$ cat config.mk
export PLATFORM = sky130hd
export DESIGN_NAME = ahblsram_sram_ctrl
export DESIGN_NICKNAME = d
export VERILOG_FILES = /design/src/rtl/ahblsram_sram_ctrl_pkg.sv /design/src/rtl/ahblsram_be_decode.sv /design/src/rtl/ahblsram_sram_ctrl.sv
export SDC_FILE = /design/constraint.sdc
export NUM_CORES = 1
export LEC_CHECK = 0
export ABC_AREA = 1
export ABC_CLOCK_PERIOD_IN_PS = 2280
export CAP_MARGIN = 20
export CORE_ASPECT_RATIO = 0.9
export CORE_MARGIN = 4
export CORE_UTILIZATION = 41
export CTS_CLUSTER_DIAMETER = 80
export DETAILED_ROUTE_END_ITERATION = 16
export PLACE_DENSITY_LB_ADDON = 0.1
export RECOVER_POWER = 100
export SYNTH_ARGS = -nofsm -noshare
export SYNTH_HDL_FRONTEND = slang
export SYNTH_HIERARCHICAL = 1
export SYNTH_SLANG_ARGS = --single-unit
export TNS_END_PERCENT = 50
$ cat constraint.sdc
create_clock -name HCLK -period 2.28 [get_ports HCLK]
set_input_delay 0.456 -clock HCLK [delete_from_list [all_inputs] [get_ports HCLK]]
set_output_delay 0.456 -clock HCLK [all_outputs]
set_load 0.005 [all_outputs]
$ cat src/rtl/ahblsram_sram_ctrl_pkg.sv
// Shared definitions for the AHB-Lite SRAM controller.
//   state_t      : controller state encoding
//   SZ_*         : AHB HSIZE codes understood by the byte-enable decode
//   RD_LAT_MIN/MAX : supported memory read latency range
package ahblsram_sram_ctrl_pkg;

  typedef enum logic [2:0] {
    ST_IDLE    = 3'd0,
    ST_WR      = 3'd1,
    ST_RD      = 3'd2,
    ST_RD_WAIT = 3'd3,
    ST_RD_ACK  = 3'd4
  } state_t;

  localparam logic [2:0] SZ_BYTE = 3'b000;
  localparam logic [2:0] SZ_HALF = 3'b001;
  localparam logic [2:0] SZ_WORD = 3'b010;

  localparam int RD_LAT_MIN = 1;
  localparam int RD_LAT_MAX = 2;

  // Width of the read-wait down-counter; covers RD_LAT_MAX-1.
  localparam int CNT_W = 2;

endpackage

$ cat src/rtl/ahblsram_be_decode.sv
// Byte-enable decode for one SRAM access.
//   size     in  3 : latched AHB HSIZE
//   addr_lo  in  2 : latched byte address bits [1:0]
//   is_write in  1 : 1 = write access, 0 = read access
//   be       out 4 : byte enables (reads always enable all lanes)
module ahblsram_be_decode
  import ahblsram_sram_ctrl_pkg::*;
(
  input  logic [2:0] size,
  input  logic [1:0] addr_lo,
  input  logic       is_write,
  output logic [3:0] be
);

  always_comb begin
    be = 4'b1111;
    if (is_write) begin
      case (size)
        SZ_BYTE: be = 4'b0001 << addr_lo;
        // addr_lo[0] is deliberately ignored for halfwords
        SZ_HALF: be = addr_lo[1] ? 4'b1100 : 4'b0011;
        default: be = 4'b1111;
      endcase
    end
  end

endmodule

$ cat src/rtl/ahblsram_sram_ctrl.sv
// SRAM access sequencer behind an AHB-Lite interface stage.
// Accepts single-cycle requests while idle, issues one write or read strobe
// to the memory and returns a single-cycle ack.
//
// state      | meaning
// -----------+-------------------------------------------------
// ST_IDLE    | waiting for ahbsram_req
// ST_WR      | mem_wen and ack asserted, write data forwarded
// ST_RD      | mem_ren asserted for one cycle
// ST_RD_WAIT | counting down remaining memory read latency
// ST_RD_ACK  | read data registered, ack asserted
//
// Ports:
//   HCLK, HRESETN                    clock, async active-low reset
//   ahbsram_req/write/size/addr_mem  request from AHB stage
//   ahbsram_wdata                    write data (cycle after req)
//   sramahb_ack, sramahb_rdata       completion pulse, held read data
//   BUSY                             high whenever not idle
//   mem_addr/wen/ren/be/wdata/rdata  SRAM port
module ahblsram_sram_ctrl
  import ahblsram_sram_ctrl_pkg::*;
#(
  parameter int MEM_AWIDTH = 19,
  parameter int RD_LATENCY = 1
) (
  input  logic                  HCLK,
  input  logic                  HRESETN,
  input  logic                  ahbsram_req,
  input  logic                  ahbsram_write,
  input  logic [31:0]           ahbsram_wdata,
  input  logic [2:0]            ahbsram_size,
  input  logic [MEM_AWIDTH-1:0] ahbsram_addr_mem,
  output logic                  sramahb_ack,
  output logic [31:0]           sramahb_rdata,
  output logic                  BUSY,
  output logic [MEM_AWIDTH-3:0] mem_addr,
  output logic                  mem_wen,
  output logic                  mem_ren,
  output logic [3:0]            mem_be,
  output logic [31:0]           mem_wdata,
  input  logic [31:0]           mem_rdata
);

  // Out-of-range latencies are clamped to the supported range.
  localparam int RD_LAT = (RD_LATENCY < RD_LAT_MIN) ? RD_LAT_MIN :
                          (RD_LATENCY > RD_LAT_MAX) ? RD_LAT_MAX : RD_LATENCY;
  localparam logic [CNT_W-1:0] WAIT_LOAD = CNT_W'(RD_LAT - 1);

  state_t                  state;
  logic                    cmd_write;
  logic [2:0]              cmd_size;
  logic [MEM_AWIDTH-1:0]   cmd_addr;
  logic [CNT_W-1:0]        wait_cnt;
  logic [3:0]              be_dec;

  ahblsram_be_decode u_be_decode (
    .size     (cmd_size),
    .addr_lo  (cmd_addr[1:0]),
    .is_write (cmd_write),
    .be       (be_dec)
  );

  assign mem_addr  = cmd_addr[MEM_AWIDTH-1:2];
  assign mem_wdata = ahbsram_wdata;
  assign mem_be    = (mem_wen || mem_ren) ? be_dec : 4'b0000;

  always_ff @(posedge HCLK or negedge HRESETN) begin
    if (!HRESETN) begin
      state         <= ST_IDLE;
      cmd_write     <= 1'b0;
      cmd_size      <= 3'b000;
      cmd_addr      <= '0;
      wait_cnt      <= '0;
      sramahb_ack   <= 1'b0;
      sramahb_rdata <= 32'h0;
      BUSY          <= 1'b0;
      mem_wen       <= 1'b0;
      mem_ren       <= 1'b0;
    end else begin
      sramahb_ack <= 1'b0;
      mem_wen     <= 1'b0;
      mem_ren     <= 1'b0;
      case (state)
        ST_IDLE: begin
          if (ahbsram_req) begin
            cmd_write <= ahbsram_write;
            cmd_size  <= ahbsram_size;
            cmd_addr  <= ahbsram_addr_mem;
            BUSY      <= 1'b1;
            if (ahbsram_write) begin
              state       <= ST_WR;
              mem_wen     <= 1'b1;
              sramahb_ack <= 1'b1;
            end else begin
              state   <= ST_RD;
              mem_ren <= 1'b1;
            end
          end
        end
        ST_WR: begin
          state <= ST_IDLE;
          BUSY  <= 1'b0;
        end
        ST_RD: begin
          if (RD_LAT == 1) begin
            sramahb_rdata <= mem_rdata;
            sramahb_ack   <= 1'b1;
            state         <= ST_RD_ACK;
          end else begin
            wait_cnt <= WAIT_LOAD;
            state    <= ST_RD_WAIT;
          end
        end
        ST_RD_WAIT: begin
          // Terminal count at 1: the last wait cycle samples the data.
          if (wait_cnt <= CNT_W'(1)) begin
            wait_cnt      <= '0;
            sramahb_rdata <= mem_rdata;
            sramahb_ack   <= 1'b1;
            state         <= ST_RD_ACK;
          end else begin
            wait_cnt <= wait_cnt - CNT_W'(1);
          end
        end
        ST_RD_ACK: begin
          state <= ST_IDLE;
          BUSY  <= 1'b0;
        end
        default: begin
          state <= ST_IDLE;
          BUSY  <= 1'b0;
        end
      endcase
    end
  end

endmodule

After elaboration in Yosys (flattened, before gate mapping)

Cells that the tools add are included.

Add/sub/neg operators: 1
Multipliers: 0
Divide/modulo/power cells: 0
$lt $le $gt $ge: 1
Equal/unequal tests: 5
Shifts and indexed selects: 1
Mux-type cells: 21
Bitwise gates (word level): 1
Reduce and logical (&&, ||, !) cells: 9

Operators by type and width:

| operator                                            | number |
|---|---|
| one-hot mux 32 bit (2 select lines)                 | 1 |
| 2-to-1 mux 32 bit                                   | 1 |
| 2-to-1 mux 4 bit                                    | 3 |
| one-hot mux 3 bit (3 select lines)                  | 1 |
| 2-to-1 mux 1 bit                                    | 8 |
| one-hot mux 4 bit (2 select lines)                  | 1 |
| AND reduction 2 bit                                 | 4 |
| equality test 3 x 2 -> 1 bit, second input constant | 2 |
| logical NOT 3 bit                                   | 2 |
| 2-to-1 mux 3 bit                                    | 2 |
| 2-to-1 mux 2 bit                                    | 2 |
| inequality test 2 bit, second input constant        | 2 |
| << shifter 1 x 2 -> 4 bit, first input constant     | 1 |
| equality test 3 x 1 -> 1 bit, second input constant | 1 |
| one-hot mux 1 bit (3 select lines)                  | 1 |
| <= comparator 2 x 1 -> 1 bit, second input constant | 1 |
| one-hot mux 1 bit (2 select lines)                  | 1 |
| nonzero test 2 bit                                  | 1 |
| OR reduction 2 bit                                  | 1 |
| subtractor 2 x 1 -> 2 bit, second input constant    | 1 |
| logical OR 1 bit                                    | 1 |
| NOT 1 bit                                           | 1 |

Bits in registers: 64
Bits in latches: 0
Memory bits (writable): 0
Bits in read-only memories: 0
Input port bits: 90
Memories: 0

Depth between registers and ports, before layout

Gate-level depths: netlist of run 1.

Depth in word-level cells: 4
Gate-level depth with buffers: 7
Mapped depth without buffers: 7

Hierarchy

The synthesis of run 1 kept the hierarchy.

By module, submodules not included:

| module             | instances | cells an instance | area each (um^2) | seq. area each (um^2) |
|---|---|---|---|---|
| ahblsram_sram_ctrl | 1         | 332               | 3037.9           | 1601.5 |
| ahblsram_be_decode | 1         | 15                | 65.1             | 0.0 |

Worst setup path before layout of run 1

No wires, ideal clock.

Path kind: register -> output
From: reg cmd_size[2]
To: out mem_be[2]
Data arrival time: 835 ps
Required time: 1824 ps
Setup slack: 989 ps
Cell stages (with the launch flop): 8
Path buffers: 0
Cells stage by stage: dfrtp_1 nor2_1 nand2_1 nand2_1 nand2_1 nand2_1 inv_1 nor2_1

Word-level cells in the longest chain between the ends: 4
Elaborated cells between the ends (all ways): 5
Classes of those cells: 1 x eq/ne; 3 x mux; 1 x reduce/logical

Ends and longest elaborated chain:

| item                                                                     | RTL line                 | RTL |
|---|---|---|
| start, declared                                                          | ahblsram_sram_ctrl.sv:51 | `logic [2:0] cmd_size;` |
| start signal, assigned                                                   | ahblsram_sram_ctrl.sv:87 | `cmd_size <= ahbsram_size;` |
| equality test 3 x 1 -> 1 bit / logical NOT 3 bit (equally long branches) | ahblsram_be_decode.sv:18 | `case (size)` |
| one-hot mux 4 bit (2 select lines) *                                     | ahblsram_be_decode.sv:18 |  |
| 2-to-1 mux 4 bit *                                                       | ahblsram_be_decode.sv:17 | `if (is_write) begin` |
| net be_dec[2]                                                            | ahblsram_sram_ctrl.sv:54 | `logic [3:0] be_dec;` |
| 2-to-1 mux 4 bit *                                                       | ahblsram_sram_ctrl.sv:65 | `assign mem_be = (mem_wen \|\| mem_ren) ? be_dec : 4'b0000;` |
| end, declared                                                            | ahblsram_sram_ctrl.sv:39 | `output logic [3:0] mem_be,` |

Mark *: on every way through the listed nets, which the timed path passes. The rest lies on a longest branch.

Worst setup path in the final report of run 1

Same ends and word-level chain as after synthesis.

==> flow_metrics.py, run 1 <==
metrics = {
    "run_status": {
        "status": "complete, no violations",
    },
    "routing": {
        "num_vias": 2428,
        "drc": 0,
        "vias_per_cell": 4.780,
        "first_pass_iters": 4,
        "avgRoutedWirePerCell_um": 14.18,
        "drt-initial-drc-count": 104,
        "ant_nets": 0,
        "wirelength_um": 7205,
    },
    "sta": {
        "fin_setup_tns_ps": 0,
        "skew_ps": 6.944,
        "report.final.slew_viol_count": 0,
        "grt_setup_unrepaired": "yes",
        "hold_viol": 0,
        "worst_pin_slew_ps": 1144,
        "setup_slack_ps": 107.0,
        "setup_viol": 0,
        "relSlewSlack": 0.2357,
        "period_minus_slack_ps": 2173,
        "post-route-period-util": 0.9531,
        "fmax_mhz": 460.2,
    },
    "place": {
        "placed_area_um2": 3920,
        "placedCellCount": 493,
        "place.gp.congestion": 0.8212,
        "place_ws_ps": 450.5,
        "port_buffers": 114,
        "dpl.hpwl_um": 4967,
    },
    "clocking": {
        "cts_buffer_depth": 2,
        "cts_made_buffers": 9,
        "clk_pin_slew_ps": 60,
        "htree_levels": 3,
        "insertion_delay_ps": 320,
        "cts_root_buf": "clkbuf_8",
        "tritoncts": "built",
        "clock-sinks": 64,
    },
    "yosys": {
        "yosysMostFrequentCell": "nand2_1",
        "synth_fp_nets": 437,
        "synthArstFlopShare": 1.000,
        "synth_flop_cell": "dfrtp_1",
        "synth_area_leaders": "dfrtp_1 (52%), nand2_1 (13%), buf_4 (12%)",
        "yosysSeqAreaShare": 0.5161,
        "synth-seq-cells": 64,
        "synth_cell_type_count": 20,
        "synth_top_area_cell": "dfrtp_1",
        "syn_area_um2": 3103,
        "avgSynthCellArea_um2": 8.942,
        "yosys_warnings": 6,
        "synth_edf_count": 0,
        "synth_cells": 347,
        "synth_common_cells": "nand2_1 (110), dfrtp_1 (64), buf_4 (51)",
        "yosysTopAreaCellShare": 0.5161,
    },
    "setup_path": {
        "critPathCaptureType": "output pin",
        "critical-path-top-delay-family": "buffers and inverters",
        "worst_setup_path_start_kind": "flip-flop",
        "crit_path_top_delay_cell": "clkdlybuf4s50_1",
        "cpMostUsedCell": "nand2_1",
        "path_max_fanout": 3,
        "crit_arrival_ps": 1720,
        "critical-path-max-stage-delay_ps": 500,
        "critical_path_class": "flip-flop to output pin",
        "cp_cell_sequence": "nor2_1, nand2_1, nand2_1, nand2_1, nand2_1, inv_1, nor2_1, clkdlybuf4s50_1",
        "worstPathBufferInverterCount": 2,
        "crit_required_ps": 1820,
    },
    "run": {
        "maxCapViolCount": 0,
    },
    "cells_and_area": {
        "n_antenna_cell": 0,
        "design_area_um2": 4085,
        "layout-drive-gt1-share": 0.08675,
        "stdcell_count": 508,
        "final_net_count": 502,
        "area_growth_pct": 31.65,
    },
    "die": {
        "fp.dieArea_um2": 9026,
        "num_rows": 29,
        "core_um2": 7221,
        "initial_core_util": 0.4297,
        "io_pins": 179,
        "die_height_um": 90.53,
        "die_x_um": 99.70,
    },
    "grt": {
        "track_usage": 0.1642,
        "grt_max_degree": 45,
        "antenna_found_initial": 0,
        "grt_pass1_wl_um": 11980,
        "grt_pass1_vias": 2427,
        "overflow": 0,
    },
    "power_and_ir_drop": {
        "power_density_nw_per_um2": 843.0,
        "p_leak_uw": 0.002085,
        "vdd_drop_max_uv": 411.9,
        "p_total_uw": 3444,
    },
    "worst_hold_path": {
        "min_path_type": "input port to async pin",
    },
}
[worst register-to-register path: stages (launching register included)]
cell and delay, ps:
dfrtp_1 440, inv_1 600, nand3_2 650, nand2_1 220, nand2_1 70
[worst paths after layout]
check                      slack [ps]               from  cells after the start                 to
setup / recovery                  110        cmd_size[2]                      8          mem_be[2]
hold / removal                    310            HRESETN                      1        cmd_addr[3]
setup reg to reg                  190           state[2]                      4        cmd_addr[7]
hold reg to reg                   460  sramahb_rdata[17]                      2  sramahb_rdata[17]
max in group asynchronous         690            HRESETN                      2        cmd_addr[0]
min in group HCLK                 460  sramahb_rdata[17]                      2  sramahb_rdata[17]
[final cells by class]
cell class / instances / area, um2
Clock buffer: 10 / 137.6
Clock inverter: 4 / 70.07
Fill cell: 653 / 3136
Inverter: 14 / 52.55
Multi-Input combinational cell: 202 / 923.4
Sequential cell: 64 / 1602
Tap cell: 93 / 116.4
Timing Repair Buffer: 121 / 1184
[logic make-up (layout without fill, tap and decap cells)]
family	Yosys count	after routing	share of synthesized area
AO/OA/AOI/OAI	3	3	0.005643
buffers and inverters	81	149	0.1758
flip-flops	64	64	0.5161
AND/OR/NAND/NOR	199	199	0.3024
[layer usage]
metal  share of wire  up-vias  global-route usage
li1                -     1188                   -
met1            0.45     1133              0.2188
met2            0.46       99              0.2411
met3           0.084        8             0.06100
met4           0.010        0             0.06371
met5               0        -                   0
[where the power goes]
| group | switching, uW | total (uW) | internal (uW) | leakage (uW) |
|---|---|---|---|---|
| Combinational | 378 | 889 | 511 | 0.00118 |
| Clock | 408 | 1040 | 630 | 0.000108 |
| Sequential | 141 | 1520 | 1380 | 0.000798 |
| Total | 926 | 3440 | 2520 | 0.00209 |
[per-stage QoR]
step	util	hold WS [ps]
2_1_floorplan	-	160.4
3_3_place_gp	0.5429	447.6
3_5_place_dp	0.5429	451.8
4_1_cts	0.5717	95.96
5_1_grt	0.5658	425.8
6_report	0.5658	314.2
[flip-flops by register name, indices dropped and copies added (netlist names)]
| register | flops |
|---|---|
| state | 3 |
| cmd_write | 1 |
| mem_ren | 1 |
| sramahb_rdata | 32 |
| cmd_size | 3 |
| mem_wen | 1 |
| sramahb_ack | 1 |
| wait_cnt | 2 |
| BUSY | 1 |
| cmd_addr | 19 |
[cell usage in the layout, fill, tap and decap left out, types with 2 or more instances in the layout]
cell             instances
nand2_1                120
dfrtp_1                 64
clkdlybuf4s50_1         57
dlygate4sd3_1           53
nand3_1                 33
nand4_1                 24
inv_1                   13
nand2_2                 11
clkbuf_8                10
nor2_1                   7
buf_4                    5
clkdlybuf4s25_1          3
nor2_4                   2
bufinv_16                2
clkinv_2                 2
clkbuf_1                 2
[what timing repair did]
action                     CTS  global route
hold endpoints to repair     0             0
setup endpoints to repair    0             4
hold buffers                 0             0
gates resized for setup      0             3
buffers inserted             0             1
No activity file was read; power rests on OpenSTA's default activity.
==> inputs of run 2 (changes only) <==
Settings changed: SKIP_LAST_GASP set to 1.
==> flow_metrics.py, run 2 (synthesis gave the netlist of run 1 again) <==
metrics = {
    "run_status": {
        "status": "complete, no violations",
    },
    "clocking": {
        "clk_pin_slew_ps": 60,
        "cts_made_buffers": 9,
        "cts_buffer_depth": 2,
        "clock-sinks": 64,
        "cts_root_buf": "clkbuf_8",
        "holdBufCountCts": 0,
        "tritoncts": "built",
        "insertion_delay_ps": 320,
        "htree_levels": 3,
    },
    "routing": {
        "avgRoutedWirePerCell_um": 14.18,
        "vias_per_cell": 4.783,
        "first_pass_iters": 4,
        "wirelength_um": 7204,
        "drt-initial-drc-count": 106,
        "num_vias": 2430,
        "drc": 0,
        "ant_nets": 0,
    },
    "sta": {
        "setup_viol": 0,
        "period_minus_slack_ps": 2173,
        "relSlewSlack": 0.2357,
        "fmax_mhz": 460.2,
        "skew_ps": 6.951,
        "report.final.slew_viol_count": 0,
        "worst_pin_slew_ps": 1144,
        "hold_viol": 0,
        "grt_setup_unrepaired": "yes",
        "setup_slack_ps": 107.0,
        "post-route-period-util": 0.9531,
    },
    "worst_hold_path": {
        "min_path_type": "input port to async pin",
    },
    "cells_and_area": {
        "largest_register_ffs": 32,
        "area_growth_pct": 31.65,
        "largest-register": "sramahb_rdata",
        "final_util": 0.5658,
        "final_net_count": 502,
        "top_regs": "sramahb_rdata (32), cmd_addr (19)",
        "final_cell_mix": "nand2_1 (120), dfrtp_1 (64), clkdlybuf4s50_1 (58)",
        "design_area_um2": 4085,
        "layout.cells.most_common": "nand2_1",
        "n_antenna_cell": 0,
        "layout-drive-gt1-share": 0.08675,
    },
    "die": {
        "initial_core_util": 0.4297,
        "io_pins": 179,
        "core_um2": 7221,
        "num_rows": 29,
        "fp.dieArea_um2": 9026,
        "die_height_um": 90.53,
        "die_x_um": 99.70,
    },
    "power_and_ir_drop": {
        "power_density_nw_per_um2": 843.2,
        "vdd_drop_max_uv": 411.9,
        "p_leak_uw": 0.002086,
    },
    "place": {
        "place_ws_ps": 450.5,
        "placed_area_um2": 3920,
        "dpl.hpwl_um": 4967,
        "port_buffers": 114,
        "place.gp.congestion": 0.8212,
    },
    "grt": {
        "overflow": 0,
        "antenna_found_initial": 0,
        "grt_pass1_wl_um": 11980,
        "grt_max_degree": 45,
        "track_usage": 0.1642,
        "grt_pass1_vias": 2427,
    },
    "setup_path": {
        "reg2reg_depth": 4,
        "crit_required_ps": 1820,
        "path_max_fanout": 3,
        "reg2reg_slack_ps": 190,
        "worst_setup_path_start_kind": "flip-flop",
        "timing.rr.end": "cmd_addr[7]",
        "r2r_start": "state[2]",
        "critPathCaptureType": "output pin",
        "critical_path_class": "flip-flop to output pin",
        "crit_arrival_ps": 1720,
    },
    "run": {
        "maxCapViolCount": 0,
    },
}
[run 2: changes by cell type in the layout (fill, tap and decap cells not counted), sizes merged]
| cell | delta |
|---|---|
| clkdlybuf4s50 | +1 |
| clkdlybuf4s25 | -1 |
[run 2: how the worst max path moves through the flow]
stage	startpoint	endpoint	slack (ps)	cells past startpoint
2_1_floorplan	cmd_size[2]	mem_be[2]	990	7
3_3_place_gp	cmd_size[2]	mem_be[1]	470	8
3_5_place_dp	cmd_size[2]	mem_be[1]	450	8
4_1_cts	cmd_size[2]	mem_be[1]	80	8
5_1_grt	cmd_size[2]	mem_be[3]	-70	8
6_report	cmd_size[2]	mem_be[2]	110	8
[run 2: timing repair]
item	in CTS	in global routing
gates resized for setup	0	2
setup buffers	0	1
endpoints found under the setup margin	0	4
[run 2: cell type report]
type / count / area [um2]
Clock inverter: 4 / 70.07
Multi-Input combinational cell: 202 / 923.4
Fill cell: 653 / 3136
Inverter: 14 / 52.55
Tap cell: 93 / 116.4
Sequential cell: 64 / 1602
Clock buffer: 10 / 137.6
Timing Repair Buffer: 121 / 1184
[run 2: layer usage]
| layer | track usage | up-vias | part of all wire |
|---|---|---|---|
| met5 | 0 | - | 0 |
| met4 | 0.06371 | 0 | 0.010 |
| met3 | 0.06100 | 8 | 0.086 |
| met2 | 0.2411 | 103 | 0.46 |
| met1 | 0.2188 | 1131 | 0.44 |
| li1 | - | 1188 | - |
[run 2: critical path, stage by stage, from the launching register on]
cell and delay, ps:
dfrtp_1 410, nor2_1 110, nand2_1 70, nand2_1 80, nand2_1 50, nand2_1 50, inv_1 30, nor2_1 80
clkdlybuf4s50_1 500
[run 2: per-stage QoR]
step,total power [uW],std cells,TNS [ps],hold WS (ps)
finish,3445,508,0,314.2
global route,3671,508,-305.7,425.8
CTS,3613,507,0,95.96
detailed placement,2551,493,0,451.8
global placement,2534,493,0,447.6
floorplan,2021,347,0,160.4
[run 2: where the power goes]
part | switching (uW) | internal [uW] | leakage (uW)
Sequential | 141 | 1380 | 0.000798
Clock | 408 | 630 | 0.000108
Combinational | 378 | 512 | 0.00118
==> inputs of run 3 (changes only) <==
Settings changed: ABC_AREA 1 to 0, CORE_UTILIZATION 41 to 40.
==> flow_metrics.py, run 3 <==
metrics = {
    "run_status": {
        "status": "finished with violations",
        "violations": "max-capacitance violations, max-slew violations",
    },
    "worst_hold_path": {
        "holdPathStages": 1,
        "holdPathEnd": "sramahb_rdata[27]",
        "hold_path.startpoint": "sramahb_rdata[27]",
        "min_path_type": "flip-flop to flip-flop",
    },
    "sta": {
        "grt_setup_unrepaired": "no",
        "fin_setup_tns_ps": 0,
        "hold_viol": 0,
        "relSlewSlack": -0.02272,
        "post-route-period-util": 0.9376,
        "fmax_mhz": 467.8,
        "report.final.slew_viol_count": 65,
        "worst_pin_slew_ps": 1534,
        "setup_viol": 0,
        "period_minus_slack_ps": 2138,
        "skew_ps": 6.287,
        "setup_slack_ps": 142.2,
    },
    "cells_and_area": {
        "seqCellArea_um2": 1602,
        "top_regs": "sramahb_rdata (32), cmd_addr (19)",
        "design_area_um2": 3906,
        "layout-drive-gt1-share": 0.2664,
        "largest_register_ffs": 32,
        "n_antenna_cell": 0,
        "largest-register": "sramahb_rdata",
        "area_growth_pct": 36.09,
        "final_cell_mix": "dfrtp_1 (64), clkdlybuf4s50_1 (58), mux2_2 (55), dlygate4sd3_1 (55), clkbuf_8 (12)",
        "multi_input_comb_area_um2": 835.8,
        "final_util": 0.5578,
        "layout.cells.most_common": "dfrtp_1",
        "final_net_count": 374,
        "fillerInstances": 584,
    },
    "routing": {
        "num_vias": 1760,
        "ant_nets": 0,
        "first_pass_iters": 3,
        "drc": 0,
        "avgRoutedWirePerCell_um": 16.02,
        "drt-initial-drc-count": 46,
        "vias_per_cell": 4.607,
        "wirelength_um": 6120,
    },
    "clocking": {
        "cts_buffer_depth": 2,
        "clock-sinks": 64,
        "clk_pin_slew_ps": 70,
        "htree_levels": 3,
        "holdBufCountCts": 0,
        "tritoncts": "built",
        "cts_root_buf": "clkbuf_8",
        "insertion_delay_ps": 320,
        "cts_made_buffers": 9,
    },
    "setup_path": {
        "crit_required_ps": 1820,
        "path_max_fanout": 4,
        "reg2reg_slack_ps": 330,
        "worst_setup_path_start_kind": "flip-flop",
        "critical_path_class": "flip-flop to output pin",
        "r2r_start": "state[2]",
        "reg2reg_depth": 4,
        "crit_arrival_ps": 1680,
        "timing.rr.end": "sramahb_rdata[2]",
        "critPathCaptureType": "output pin",
    },
    "yosys": {
        "yosysSeqAreaShare": 0.5580,
        "synth_flop_cell": "dfrtp_1",
        "synthArstFlopShare": 1.000,
        "yosysMostFrequentCell": "dfrtp_1",
        "synth_fp_nets": 299,
        "synth_cell_type_count": 21,
        "avgSynthCellArea_um2": 13.73,
        "syn_area_um2": 2870,
        "yosys_warnings": 6,
        "synth_common_cells": "dfrtp_1 (64), mux2_2 (55), buf_4 (49)",
        "synth-seq-cells": 64,
        "synth_area_leaders": "dfrtp_1 (56%), mux2_2 (22%), buf_4 (13%)",
        "yosysTopAreaCellShare": 0.5580,
        "synth_top_area_cell": "dfrtp_1",
        "synth_cells": 209,
        "synth_edf_count": 0,
    },
    "die": {
        "core_um2": 7003,
        "initial_core_util": 0.4099,
        "die_x_um": 97.29,
        "die_height_um": 88.36,
        "fp.dieArea_um2": 8597,
        "num_rows": 29,
        "io_pins": 179,
    },
    "power_and_ir_drop": {
        "p_leak_uw": 0.001646,
        "vdd_drop_max_uv": 504.4,
        "power_density_nw_per_um2": 845.7,
    },
    "grt": {
        "overflow": 0,
        "grt_pass1_wl_um": 9694,
        "track_usage": 0.1435,
        "grt_max_degree": 65,
        "grt_pass1_vias": 1899,
        "antenna_found_initial": 0,
    },
    "place": {
        "place.gp.congestion": 0.7005,
        "port_buffers": 114,
        "placed_area_um2": 3754,
        "place_ws_ps": 284.2,
        "dpl.hpwl_um": 4658,
    },
    "run": {
        "maxCapViolCount": 1,
    },
}
==> run 3: cell count changes after synthesis, sizes merged, moves of 2 or more <==
cell    previous run  this run
a21oi              1         3
buf               64        54
clkbuf             3         0
inv               14         4
mux2               0        56
nand2            131         3
nand3             34         2
nand4             24         1
nor2               9         4
nor2b              0         7
o21ai              1         4
==> run 3: report_power, final <==
part	leakage, uW	internal [uW]	switching (uW)
clock	0.0000992	479	393
sequential	0.000760	1400	130
combinational	0.000787	626	279
total	0.00165	2500	802
==> run 3: layout make-up <==
class	count	area share
Sequential cell	64	0.4100
Tap cell	93	0.02979
Multi-Input combinational cell	87	0.2140
Inverter	4	0.003844
Clock inverter	3	0.003844
Timing Repair Buffer	118	0.2953
Clock buffer	13	0.04324
==> run 3: kinds of logic after synthesis <==
family / count (synthesis) / synth area share
muxes: 56 / 0.2197
DFF: 64 / 0.5580
and+or+nand+nor: 21 / 0.04882
buffers and inverters: 58 / 0.1530
AOI/OAI and AO/OA: 10 / 0.02049
==> run 3: worst max path at each step <==
stage / from / to / cells after the start
2_1_floorplan: state[1] / cmd_addr[10] / 3
3_3_place_gp: ahbsram_req / cmd_addr[13] / 4
3_5_place_dp: ahbsram_req / cmd_addr[17] / 4
4_1_cts: cmd_size[2] / mem_be[3] / 4
5_1_grt: cmd_size[2] / mem_be[3] / 4
6_report: cmd_size[2] / mem_be[3] / 4
==> run 3: routing by layer <==
layer  part of all wire  track usage
met5                  0            0
met4              0.024      0.05409
met3               0.11      0.08747
met2               0.52       0.2375
met1               0.34       0.1528
==> run 3: metrics by stage <==
step                      hold slack, ps  total power (uW)  cells
after CTS                          130.2              3487    382
after global placement             484.4              2563    366
after global routing               518.1              3526    382
final                              497.3              3304    382
after detailed placement           492.0              2579    366
after floorplan                    160.4              2016    209
==> run 3: worst max-delay path, cell delays in order, from the launching register on <==
cell	delay [ps]
dfrtp_1	410
nor3b_4	240
o21ai_0	120
nor2b_1	140
clkdlybuf4s50_1	450
==> run 3: what timing repair did <==
action / CTS / global route
endpoints found under the setup margin: 0 / 2
buffers inserted: 0 / 0
gates resized for setup: 0 / 1
